<file path="config.mk">
export PLATFORM = sky130hd
export DESIGN_NAME = pcie_7x_link_seq
export DESIGN_NICKNAME = d
export VERILOG_FILES = /design/src/rtl/pcie_7x_link_seq.sv
export SDC_FILE = /design/constraint.sdc
export NUM_CORES = 1
export LEC_CHECK = 0
export ABC_AREA = 0
export BUFFER_PORTS_ARGS = -buffer_cell sky130_fd_sc_hd__buf_2
export CAP_MARGIN = 15
export CORE_MARGIN = 8
export CORE_UTILIZATION = 40
export CTS_BUF_LIST = sky130_fd_sc_hd__clkbuf_4
export DETAILED_ROUTE_END_ITERATION = 8
export SETUP_SLACK_MARGIN = 0.05
export SLEW_MARGIN = 5
export SYNTH_ARGS = -nofsm -noshare
export SYNTH_HDL_FRONTEND = slang
export SYNTH_SLANG_ARGS = --single-unit
</file>
<file path="constraint.sdc">
create_clock -name clk -period 2.35 [get_ports clk]
set_clock_uncertainty 0.1 [all_clocks]
set_input_delay 0.235 -clock clk [delete_from_list [all_inputs] [get_ports clk]]
set_output_delay 0.235 -clock clk [all_outputs]
set_load 0.01 [all_outputs]
</file>
<file path="src/rtl/pcie_7x_link_seq.sv">
// Bring-up / recovery sequencer for the 7-series PCIe core's sys_rst_n.
// Holds the core in reset, releases it, waits for a debounced link with a
// timeout, retries a bounded number of times, and drives the status LEDs.
module pcie_7x_link_seq #(
  parameter int unsigned PWRUP_CYCLES  = 1024,
  parameter int unsigned LINK_TIMEOUT  = 1048576,
  parameter int unsigned LINKUP_STABLE = 256,
  parameter int unsigned MAX_RETRY     = 7,
  parameter int unsigned BLINK_DIV     = 16777216
) (
  input  logic       clk,
  input  logic       rst,
  input  logic       user_lnk_up,
  input  logic       sw_reset_req,
  output logic       core_rst_n,
  output logic       link_ok,
  output logic       fail,
  output logic [3:0] retry_cnt,
  output logic [2:0] state,
  output logic [2:0] led
);

  localparam int unsigned HoldW  = $clog2(PWRUP_CYCLES + 1);
  localparam int unsigned ToW    = $clog2(LINK_TIMEOUT + 1);
  localparam int unsigned StbW   = $clog2(LINKUP_STABLE + 1);
  localparam int unsigned BlinkW = $clog2(BLINK_DIV + 1);

  localparam logic [HoldW-1:0]  HoldLast  = HoldW'(PWRUP_CYCLES - 1);
  localparam logic [ToW-1:0]    ToLast    = ToW'(LINK_TIMEOUT - 1);
  localparam logic [StbW-1:0]   StbLast   = StbW'(LINKUP_STABLE - 1);
  localparam logic [BlinkW-1:0] BlinkLast = BlinkW'(BLINK_DIV - 1);
  localparam logic [3:0]        RetryMax  = 4'(MAX_RETRY);

  localparam logic [2:0] StResetHold = 3'd0;
  localparam logic [2:0] StWaitLink  = 3'd1;
  localparam logic [2:0] StStable    = 3'd2;
  localparam logic [2:0] StUp        = 3'd3;
  localparam logic [2:0] StFail      = 3'd4;

  logic [2:0]        state_q, state_d;
  logic [HoldW-1:0]  hold_q, hold_d, hold_inc;
  logic [ToW-1:0]    to_q, to_d, to_inc;
  logic [StbW-1:0]   stb_q, stb_d, stb_inc;
  logic [3:0]        retry_q, retry_d;
  logic [BlinkW-1:0] blink_q;
  logic              hb_q;
  logic              crn_q;
  logic              lnk_meta, lnk_s;
  logic              timeout, stb_done;

  // Two-flop synchronizer for the asynchronous link-up status.
  always_ff @(posedge clk) begin
    if (rst) begin
      lnk_meta <= 1'b0;
      lnk_s    <= 1'b0;
    end else begin
      lnk_meta <= user_lnk_up;
      lnk_s    <= lnk_meta;
    end
  end

  // Saturating increments: counters stick at all-ones instead of wrapping.
  assign hold_inc = (&hold_q) ? hold_q : hold_q + 1'b1;
  assign to_inc   = (&to_q)   ? to_q   : to_q + 1'b1;
  assign stb_inc  = (&stb_q)  ? stb_q  : stb_q + 1'b1;

  assign timeout  = (to_q == ToLast);
  assign stb_done = lnk_s && (stb_q == StbLast);

  // Next-state logic; stable completion beats timeout, which beats link drop.
  always_comb begin
    state_d = state_q;
    hold_d  = hold_q;
    to_d    = to_q;
    stb_d   = stb_q;
    retry_d = retry_q;
    unique case (state_q)
      StResetHold: begin
        hold_d = hold_inc;
        if (hold_q == HoldLast) begin
          state_d = StWaitLink;
          to_d    = '0;
        end
      end
      StWaitLink, StStable: begin
        to_d = to_inc;
        if (state_q == StStable && lnk_s) stb_d = stb_inc;
        if (state_q == StStable && stb_done) begin
          state_d = StUp;
          retry_d = '0;
        end else if (timeout) begin
          if (retry_q == RetryMax) begin
            state_d = StFail;
          end else begin
            state_d = StResetHold;
            retry_d = retry_q + 4'd1;
            hold_d  = '0;
          end
        end else if (state_q == StWaitLink && lnk_s) begin
          state_d = StStable;
          stb_d   = '0;
        end else if (state_q == StStable && !lnk_s) begin
          state_d = StWaitLink;
        end
      end
      StUp: begin
        if (!lnk_s) begin
          state_d = StResetHold;
          hold_d  = '0;
        end
      end
      StFail: begin
        state_d = StFail;
      end
      default: begin
        state_d = StResetHold;
        hold_d  = '0;
      end
    endcase
    if (sw_reset_req) begin
      state_d = StResetHold;
      retry_d = '0;
      hold_d  = '0;
      to_d    = '0;
    end
  end

  // Sequencer state and counters.
  always_ff @(posedge clk) begin
    if (rst) begin
      state_q <= StResetHold;
      hold_q  <= '0;
      to_q    <= '0;
      stb_q   <= '0;
      retry_q <= '0;
    end else begin
      state_q <= state_d;
      hold_q  <= hold_d;
      to_q    <= to_d;
      stb_q   <= stb_d;
      retry_q <= retry_d;
    end
  end

  // Core reset is registered from the next state so it tracks the state exactly.
  always_ff @(posedge clk) begin
    if (rst) begin
      crn_q <= 1'b0;
    end else begin
      crn_q <= (state_d == StWaitLink) || (state_d == StStable) || (state_d == StUp);
    end
  end

  // Free-running heartbeat, independent of the sequencer.
  always_ff @(posedge clk) begin
    if (rst) begin
      blink_q <= '0;
      hb_q    <= 1'b0;
    end else if (blink_q == BlinkLast) begin
      blink_q <= '0;
      hb_q    <= ~hb_q;
    end else begin
      blink_q <= blink_q + 1'b1;
    end
  end

  assign core_rst_n = crn_q;
  assign link_ok    = (state_q == StUp);
  assign fail       = (state_q == StFail);
  assign retry_cnt  = retry_q;
  assign state      = state_q;
  assign led        = {fail, hb_q, link_ok};

endmodule

</file>
# [After elaboration in Yosys (flattened, before gate mapping)]
# Index checks and enable logic that the tools add are counted.
[word_totals] register_bits=77 inputBits=4 output_inout_bits=13 elab_cells=83
[op_classes] n_addsub=5 n_eq_ne=20 n_mux=26 bitwise=2 n_reduce_logical=20
[op_table] cell="two-way mux 11 bit" count=5
[op_table] cell="two-way mux 9 bit" count=5
[op_table] cell="one-hot mux 11 bit (4 select lines)" count=1
[op_table] cell="two-way mux 21 bit" count=2
[op_table] cell="one-hot mux 21 bit (2 select lines)" count=1
[op_table] cell="adder 25 x 1 -> 25 bit, second input constant" count=1
[op_table] cell="== test 25 x 24 -> 1 bit, second input constant" count=1
[op_table] cell="two-way mux 3 bit" count=8
[op_table] cell="adder 21 x 1 -> 21 bit, second input constant" count=1
[op_table] cell="== test 21 x 20 -> 1 bit, second input constant" count=1
[op_table] cell="AND reduction 21 bit" count=1
[op_table] cell="inequality test 2 bit, second input constant" count=8
[op_table] cell="== test 3 x 2 -> 1 bit, second input constant" count=4
[op_table] cell="two-way mux 4 bit" count=3
[op_table] cell="one-hot mux 3 bit (4 select lines)" count=1
[op_table] cell="adder 11 x 1 -> 11 bit, second input constant" count=1
[op_table] cell="== test 11 x 10 -> 1 bit, second input constant" count=1
[op_table] cell="AND reduction 11 bit" count=1
[op_table] cell="adder 9 x 1 -> 9 bit, second input constant" count=1
[op_table] cell="== test 9 x 8 -> 1 bit, second input constant" count=1
[op_table] cell="AND reduction 9 bit" count=1
[op_table] cell="== test 3 x 1 -> 1 bit, second input constant" count=2
[op_table] cell="AND reduction 3 bit" count=2
[op_table] cell="AND reduction 6 bit" count=1
[op_table] cell="10 further kinds" count=19

# [Depth between registers and ports, before layout]
# Gate-level depths: netlist of run 1.
[logic_depth] ltp_word=11 depth_mapped=9 mapped_depth_nobuf=7

# [Worst setup path before layout of run 1]
# OpenSTA, ideal clock, no wires.
[synth_timing] path_type="register -> register" startpoint="register blink_q[0]" endpoint="register blink_q[4]" arrival_ns=1.923 required_ns=2.135 slack_ns=0.212 stages_incl_launch_ff=10 synth_period_minus_slack_ns=2.138 path_cell_list="dfxtp_1 -> ha_1 -> nand3_1 -> nor4_4 -> nand4_2 -> nor3_2 -> or2_0 -> buf_2 -> buf_4 -> nor2_1"
[synth_between] elab_chain_len=2 word_cells_on_any_way=3 classes_between="add/sub: 1; eq/ne: 1; reduce/logical: 1"
[synth_lines] item="from (decl)" line="45" rtl="logic [BlinkW-1:0] blink_q;"
[synth_lines] item="from (signal assigned)" line="163" rtl="blink_q <= blink_q + 1'b1;"
[synth_lines] item="parallel branches: the longest is 2 deep, another holds adder 25 x 1 -> 25 bit"
# Parallel ways; which one is timed is not known.
# A chain may end at the register's enable or synchronous reset.

# [Worst setup path after layout of run 1]
[layout_timing] startpoint="register to_q[0]" endpoint="register hold_q[3]"
[layout_between] elab_chain_len=3
[layout_lines] item="from (decl)" line="42" rtl="logic [ToW-1:0] to_q, to_d, to_inc;"
[layout_lines] item="from (signal assigned)" line="139" rtl="to_q <= to_d;"
[layout_lines] item="== test 21 x 20 -> 1 bit" line="67" rtl="assign timeout = (to_q == ToLast);"
[layout_lines] item="inequality test 2 bit (no line)"
[layout_lines] item="AND reduction 6 bit (no line)"
[layout_lines] item="to (signal assigned)" line="138" rtl="hold_q <= hold_d;"
[layout_lines] item="to (decl)" line="41" rtl="logic [HoldW-1:0] hold_q, hold_d, hold_inc;"
# Every way passes these cells.

==> metrics.txt, run 1 <==
CP Launch Type=flop; Seq/Total Area, Yosys=0.413; vias in the first global route=2899; area leader, netlist=dfxtp_1; Yosys reg bits=77; Achievable Freq=0.460 GHz; Mapped Cells=432; global-route wire length before repair=13000 um; CTS tree=built; gr usage total=0.123; Pwr Density=547 nW/um^2; clock buffer count from CTS=9; fin util=0.458; clock tree buffer depth=2; largest stage delay on the critical path=0.38 ns; yosys warns=0; Rows=35; Syn Area/Cell=8.63 sq um; PortBufs=16; Max IR drop VDD=0.395 mV; CTS H-tree depth=3; Sum Neg Setup Slack=0 ns; Starting Density=0.407; largest net degree at the start of global routing=24; Buffers & Inverters on Critical Path=1; Most used DFF post-synth=dfxtp_1; CP Class=reg -> reg; Worst Hold Depth=5; crit-path cells=ha_1 -> nand4_1 -> nor3_2 -> nand3_2 -> a211oi_2 -> buf_6 -> o21ai_0 -> a32o_1; Pins Over Slew Limit=0; DIE AREA=12700 sq um; synth top area cells=dfxtp_1 41%, nor2_1 6.6%, xor2_1 5.4%, xnor2_1 4.0%, nand3_1 3.2%; Synth Net Count=441; share of post-route cells with drive strength above 1=0.154; Slew headroom=0.714; Synth top area share=0.413; clock root buffer=clkbuf_4; Final min period=2.17 ns; final wirelength=7600 um; Final setup viols=0; clk slew on worst S/H paths=0.13 ns; RePlAce Congestion=0.773; path type of the worst min-delay path=in -> reg; final net count=471; synthesized cell area=3730 sq um; Ant. Diodes=0; 1st-pass router iterations=4; Worst Reg-to-Reg Cells=8; worst-skew pair later-pin latency=0.41 ns; FFs w/ async S/R, synth=0; Die W=113 um; Slowest cell on crit path=dfxtp_1; grt ovf=0; dpl hpwl=5420 um; IO Pins=17; wire per inst=13.2 um; outcome=finished clean; P&R area growth vs syn=12.5%; max-cap viol count=0; Least-Margin Pin Slew=0.428 ns; setup repair after global routing missed its margin=yes; initial antenna violation count=0; DR vias=3059; CP required=2.55 ns; final hold viol count=0; Pleak=1.51 nW; Post-synth EDFFs=0; nature of the critical path endpoint=flop; Antenna Nets Post-Route=0; Final Cycle Share=0.924; instance count on the critical path=8; DRT iter0 DRCs=189; # DRC=0; vias per cell=5.29; core box area=9150 sq um; post-synthesis cell type count=55; crit-path leading delay family=compound AO/OA/AOI/OAI gates; CP Max Fanout=14; worst path arrival time=2.38 ns; Die Y-Extent=113 um; clk sinks=77
-- per-layer routing --
metal / part of all wire / up-vias / track usage
met3: 0.036 / 9 / 0.0354
met4: 0.010 / 0 / 0.0405
met1: 0.49 / 1419 / 0.155
met2: 0.46 / 38 / 0.198
met5: 0 / - / 0
li1: - / 1593 / -
-- registers in the layout (all words and copies together) (netlist names) --
register,cells
lnk_s,1
lnk_meta,1
to_q,21
hold_q,11
retry_cnt,4
blink_q,25
hb_q,1
state,3
core_rst_n,1
stb_q,9
-- layout by cell type, fill, tap and decap left out, types with 6 or more instances in the layout --
| cell type | Yosys | final |
|---|---|---|
| nor3_1 | 10 | 10 |
| nor3b_1 | 6 | 6 |
| nand2_1 | 31 | 31 |
| xor2_1 | 23 | 23 |
| nand4_1 | 16 | 16 |
| inv_1 | 8 | 8 |
| a31oi_1 | 6 | 6 |
| nor2_1 | 66 | 66 |
| buf_4 | 8 | 20 |
| o21ai_0 | 17 | 17 |
| clkbuf_4 | 0 | 9 |
| or3_1 | 7 | 7 |
| and3_1 | 9 | 9 |
| or4_1 | 6 | 6 |
| buf_2 | 4 | 16 |
| dfxtp_1 | 77 | 76 |
| nand3_1 | 24 | 24 |
| xnor2_1 | 17 | 17 |
| a21oi_1 | 17 | 17 |
-- worst paths after layout --
check | start | endpoint | slack, ns
hold reg to reg | lnk_meta | lnk_s | 0.35
hold / removal | sw_reset_req | hold_q[6] | 0.21
setup reg to reg | to_q[0] | hold_q[3] | 0.18
setup / recovery | to_q[0] | hold_q[3] | 0.18
-- synthesized netlist by cell type, drive strengths merged (7+ instances only) --
master	instances
a21oi	17
and3	9
buf	15
clkbuf	8
dfxtp	77
inv	8
nand2	32
nand3	25
nand4	18
nor2	66
nor3	13
o21ai	21
or3	7
or4	7
xnor2	17
xor2	23
-- where the power goes --
group          switching [mW]  internal [mW]
Clock                   0.483          0.437
Sequential            0.00604           1.31
Combinational          0.0318         0.0222
Total                   0.521           1.77
-- kinds of logic after synthesis --
group,after synthesis,synth area share
DFF,77,0.413
xor gates and xnor gates,40,0.0940
AOI/OAI and AO/OA,65,0.114
buffers and inverters,31,0.0466
muxes,1,0.00268
adders and majority gates,5,0.0168
and+or+nand+nor,213,0.312
-- tightest hold or removal path, delay by kind of cell --
kind | cells | cell delay, ns
simple gates | 1 | 0.04
buf+inv | 2 | 0.27
compound gates | 2 | 0.12
-- final cells by class --
type                            instances  area (sq um)
Sequential cell                        77          1540
Tap cell                              111           139
Inverter                                8          30.0
Fill cell                             883          4960
Clock inverter                          7          97.6
Multi-Input combinational cell        325          2030
Timing Repair Buffer                   41           292
Clock buffer                            9          67.6
-- timing repair --
action,CTS,global route
resized for setup,0,3
hold buffers,3,0
endpoints found under the hold margin,5,0
buffers inserted,0,0
setup endpoints to repair,0,27
-- metrics by stage --
step           cells  hold WS [ns]  area (sq um)  worst slack [ns]  power, mW
2_1_floorplan    432         0.263          3730             0.212       1.38
3_3_place_gp     558         0.325          3980             0.167       1.40
3_5_place_dp     558         0.329          3980             0.156       1.40
4_1_cts          577         0.181          4180             0.130       2.33
5_1_grt          578         0.202          4190           0.00919       2.38
6_report         578         0.207          4190             0.178       2.29
Power figures use the tool's default switching activity.
==> inputs of run 2 (changes only) <==
- PLACE_DENSITY: not set -> 0.56
==> run 2 against run 1 <==
  * Final area grew 0.27%
  * Combinational power down 2%
  * Register-to-register slack hardly changed
  * Clock power decreased by 11%
  * Critical path type unchanged
  * Largest cell class unchanged
  * Highest routed layer unchanged
==> metrics.txt, run 2 (same netlist as run 1, synthesis figures left out) <==
worst path arrival time=2.43 ns; Antenna Nets Post-Route=0; CTS tree=built; flop-to-flop setup slack=0.19 ns; commonest non-fill, non-tap cell in the layout=dfxtp_1; Die W=113 um; Least-Margin Pin Slew=0.350 ns; clock root buffer=clkbuf_4; Biggest register=blink_q; CP Max Fanout=6; initial antenna violation count=0; Worst Slack Setup Final=0.187 ns; Buffers & Inverters on Critical Path=0; Achievable Freq=0.462 GHz; Pins Over Slew Limit=0; worst-skew pair later-pin latency=0.42 ns; clk sinks=77; Rows=35; IO Pins=17; outcome=finished clean; max-cap viol count=0; # DRC=0; crit-path cells=and4_1 -> nand3_2 -> o31ai_4 -> nand4_2 -> or4_1 -> a21oi_1; RePlAce Congestion=0.760; Starting Density=0.407; path type of the worst min-delay path=in -> reg; crit-path leading delay family=simple AND/OR/NAND/NOR gates; grt ovf=0; nature of the critical path endpoint=flop; Largest register FFs=25; clk slew on worst S/H paths=0.14 ns; final net count=475; CTS H-tree depth=3; Die Y-Extent=113 um; vias per cell=5.28; gr usage total=0.130; share of post-route cells with drive strength above 1=0.172; clock tree buffer depth=2; global-route wire length before repair=13600 um; Pwr Density=520 nW/um^2; clock buffer count from CTS=9; dpl hpwl=5530 um; Ant. Diodes=0; CP Launch Type=flop; core box area=9150 sq um; Slowest cell on crit path=or4_1; most frequent cells in the layout=76 x dfxtp_1, 66 x nor2_1, 31 x nand2_1; CP Class=reg -> reg; final wirelength=7860 um; wire per inst=13.5 um; fin util=0.459; 1st-pass router iterations=4; Pleak=1.52 nW; largest net degree at the start of global routing=24; DR vias=3071; setup repair after global routing missed its margin=yes; DRT iter0 DRCs=130; Final min period=2.16 ns; CP required=2.62 ns; Final setup viols=0; Slew headroom=0.764; Max IR drop VDD=0.305 mV; largest stage delay on the critical path=0.45 ns; Sum Neg Setup Slack=0 ns; Final Cycle Share=0.920; final hold viol count=0; Regs by FF count=blink_q: 25 flops, to_q: 21 flops, hold_q: 11 flops; vias in the first global route=2985; P&R area growth vs syn=12.8%; PortBufs=16; DIE AREA=12700 sq um; Placement Setup Slack=0.0721 ns
-- run 2: cell types whose count changed in the layout (fill, tap and decap cells not counted), sizes merged --
| cell | before | now |
|---|---|---|
| buf | 38 | 43 |
| bufinv | 2 | 1 |
| clkbuf | 9 | 10 |
| clkinv | 1 | 3 |
| dlygate4sd3 | 3 | 2 |
| inv | 10 | 8 |
-- run 2: through the flow --
step | power [mW] | instance area (sq um) | cells | hold WS (ns)
2_1_floorplan | 1.38 | 3730 | 432 | 0.263
3_3_place_gp | 1.40 | 4000 | 561 | 0.321
3_5_place_dp | 1.40 | 4000 | 561 | 0.326
4_1_cts | 2.22 | 4150 | 578 | 0.000981
5_1_grt | 2.29 | 4210 | 582 | 0.161
6_report | 2.19 | 4210 | 582 | 0.143
-- run 2: report_power, final --
group	internal (mW)	switching [mW]
combinational	0.0203	0.0329
clock	0.334	0.481
sequential	1.31	0.00581
total	1.67	0.520
-- run 2: final timing paths --
kind | startpoint | to | cells after the start
min reg2reg | lnk_meta | lnk_s | 1
min | sw_reset_req | to_q[8] | 4
max | hold_q[6] | to_q[15] | 6
max reg2reg | hold_q[6] | to_q[15] | 6
-- run 2: what timing repair did --
item / 4_1_cts / 5_1_grt
endpoints found under the hold margin: 1 / 2
hold buffers: 1 / 1
endpoints found under the setup margin: 0 / 37
gates resized for setup: 0 / 7
setup buffers: 0 / 2
-- run 2: per-layer routing --
| layer | GRT usage | routed length, um | vias up | share of wire |
|---|---|---|---|---|
| li1 | - | - | 1597 | - |
| met1 | 0.159 | 3870 | 1419 | 0.49 |
| met2 | 0.215 | 3590 | 46 | 0.46 |
| met3 | 0.0376 | 272 | 9 | 0.035 |
| met4 | 0.0360 | 123 | 0 | 0.016 |
| met5 | 0 | 0 | - | 0 |
-- run 2: final cells by class --
cell class	count	area [sq um]
tap	111	139
clock buffer	10	75.1
timing repair buffer	45	319
fill	928	4950
inverter	8	30.0
sequential	77	1540
multi-input combinational	325	2040
clock inverter	6	63.8
-- run 2: worst min-delay path, delay by kind of cell --
family                 cells  cell delay [ns]
buffers and inverters      1             0.08
and+or+nand+nor            3             0.30
==> inputs of run 3 (changes only) <==
- PLACE_DENSITY: 0.56 -> 0.64
==> run 3 against run 2 <==
  * First-iteration DRC count grew 42%
  * Flip-flop and latch count stayed put
  * Fmax fell by 1.3%
  * Register-to-register slack got worse by 0.03 ns
  * Combinational power is 1% higher
  * Non-clock buffer count grew 2
  * Hold slack improved by 0.065 ns
  * Critical path depth rose by 1
  * Critical path type unchanged
==> metrics.txt, run 3 (same netlist as run 1, synthesis figures left out) <==
PortBufs=16; Pleak=1.55 nW; largest net degree at the start of global routing=24; grt ovf=0; P&R area growth vs syn=14.3%; outcome=finished clean; # DRC=0; Sum Neg Setup Slack=0 ns; Crit Reg-Reg Startpoint=hold_q[0]; dpl hpwl=5440 um; fin area=4260 sq um; DIE AREA=12700 sq um; Worst R2R End=to_q[19]; share of post-route cells with drive strength above 1=0.169; Die W=113 um; Slew headroom=0.676; DR vias=3051; Largest register FFs=25; register area=1540 sq um; global-route wire length before repair=13100 um; final wirelength=7650 um; DRT iter0 DRCs=185; Final min period=2.19 ns; Least-Margin Pin Slew=0.481 ns; Biggest register=blink_q; hold wc startpoint=sw_reset_req; Worst Reg-to-Reg Cells=7; max-cap viol count=0; Final setup viols=0; most frequent cells in the layout=76 x dfxtp_1, 66 x nor2_1, 31 x nand2_1; nature of the critical path endpoint=flop; Die Y-Extent=113 um; clock tree buffer depth=2; final net count=477; Ant. Diodes=0; vias in the first global route=2937; WHS Endpoint=hold_q[8]; 1st-pass router iterations=4; IO Pins=17; Starting Density=0.407; Layout fillers=866; Rows=35; CP Max Fanout=8; CTS H-tree depth=3; gr usage total=0.125; Antenna Nets Post-Route=0; clk slew on worst S/H paths=0.12 ns; Multi-input gate area=2050 sq um; Achievable Freq=0.456 GHz; final hold viol count=0; commonest non-fill, non-tap cell in the layout=dfxtp_1; wire per inst=13.1 um; Final Cycle Share=0.932; initial antenna violation count=0; CP Class=reg -> reg; path type of the worst min-delay path=in -> reg; CTS tree=built; Worst Hold Depth=5; clk sinks=77; worst path arrival time=2.45 ns; Regs by FF count=blink_q: 25 flops, to_q: 21 flops, hold_q: 11 flops; CP required=2.61 ns; core box area=9150 sq um; clock buffer count from CTS=9; Max IR drop VDD=0.312 mV; worst-skew pair later-pin latency=0.43 ns; clock root buffer=clkbuf_4; Post-DP Area=4000 sq um; Pins Over Slew Limit=0; Pwr Density=537 nW/um^2; flop-to-flop setup slack=0.16 ns; RePlAce Congestion=0.805; CP Launch Type=flop; vias per cell=5.22; setup repair after global routing missed its margin=no
-- run 3: timing repair --
action | in CTS | in global routing
setup buffers | 0 | 4
hold buffers | 3 | 0
resized for setup | 0 | 6
setup endpoints to repair | 0 | 35
endpoints found under the hold margin | 5 | 0
-- run 3: how the worst max path moves through the flow --
stage | slack [ns] | to | start | cells past startpoint
floorplan | 0.21 | blink_q[4] | blink_q[0] | 9
global placement | 0.17 | hold_q[9] | to_q[0] | 8
detailed placement | 0.12 | to_q[19] | hold_q[5] | 6
CTS | 0.09 | to_q[19] | hold_q[5] | 6
global route | 0.02 | to_q[19] | hold_q[0] | 7
finish | 0.16 | to_q[19] | hold_q[0] | 7
-- run 3: through the flow --
step           hold WS, ns  total power, mW  setup slack, ns  utilization  instances
2_1_floorplan        0.263             1.38            0.212            -        432
5_1_grt              0.173             2.40           0.0235        0.466        584
3_5_place_dp         0.335             1.40            0.124        0.437        560
4_1_cts              0.178             2.33           0.0879        0.458        579
6_report             0.208             2.29            0.159        0.466        584
3_3_place_gp         0.327             1.40            0.170        0.437        560
-- run 3: power by group --
group	switching, mW	leakage, nW	internal, mW
Combinational	0.0322	0.838	0.0214
Clock	0.482	0.0865	0.436
Sequential	0.00629	0.622	1.31
-- run 3: final cells by class --
class | count | share of cell area
repair buffers | 47 | 0.0781
well taps | 111 | 0.0326
multi-input cells | 325 | 0.481
inverters | 8 | 0.00704
clock inverters | 7 | 0.0232
clock buffers | 9 | 0.0158
flip-flops and latches | 77 | 0.362
-- run 3: layer usage --
metal | share of wire | routed length, um | global-route usage
met2 | 0.48 | 3650 | 0.206
met1 | 0.47 | 3590 | 0.150
met4 | 0.013 | 102 | 0.0468
met3 | 0.040 | 302 | 0.0370
met5 | 0 | 0 | 0
-- run 3: worst max-delay path: stages (launching register included) --
cell and delay (ns):
dfxtp_1 0.39, ha_1 0.20, nand3_1 0.10, nand2b_4 0.19
o31ai_4 0.31, nand4_4 0.18, or4_1 0.50, a21oi_1 0.16
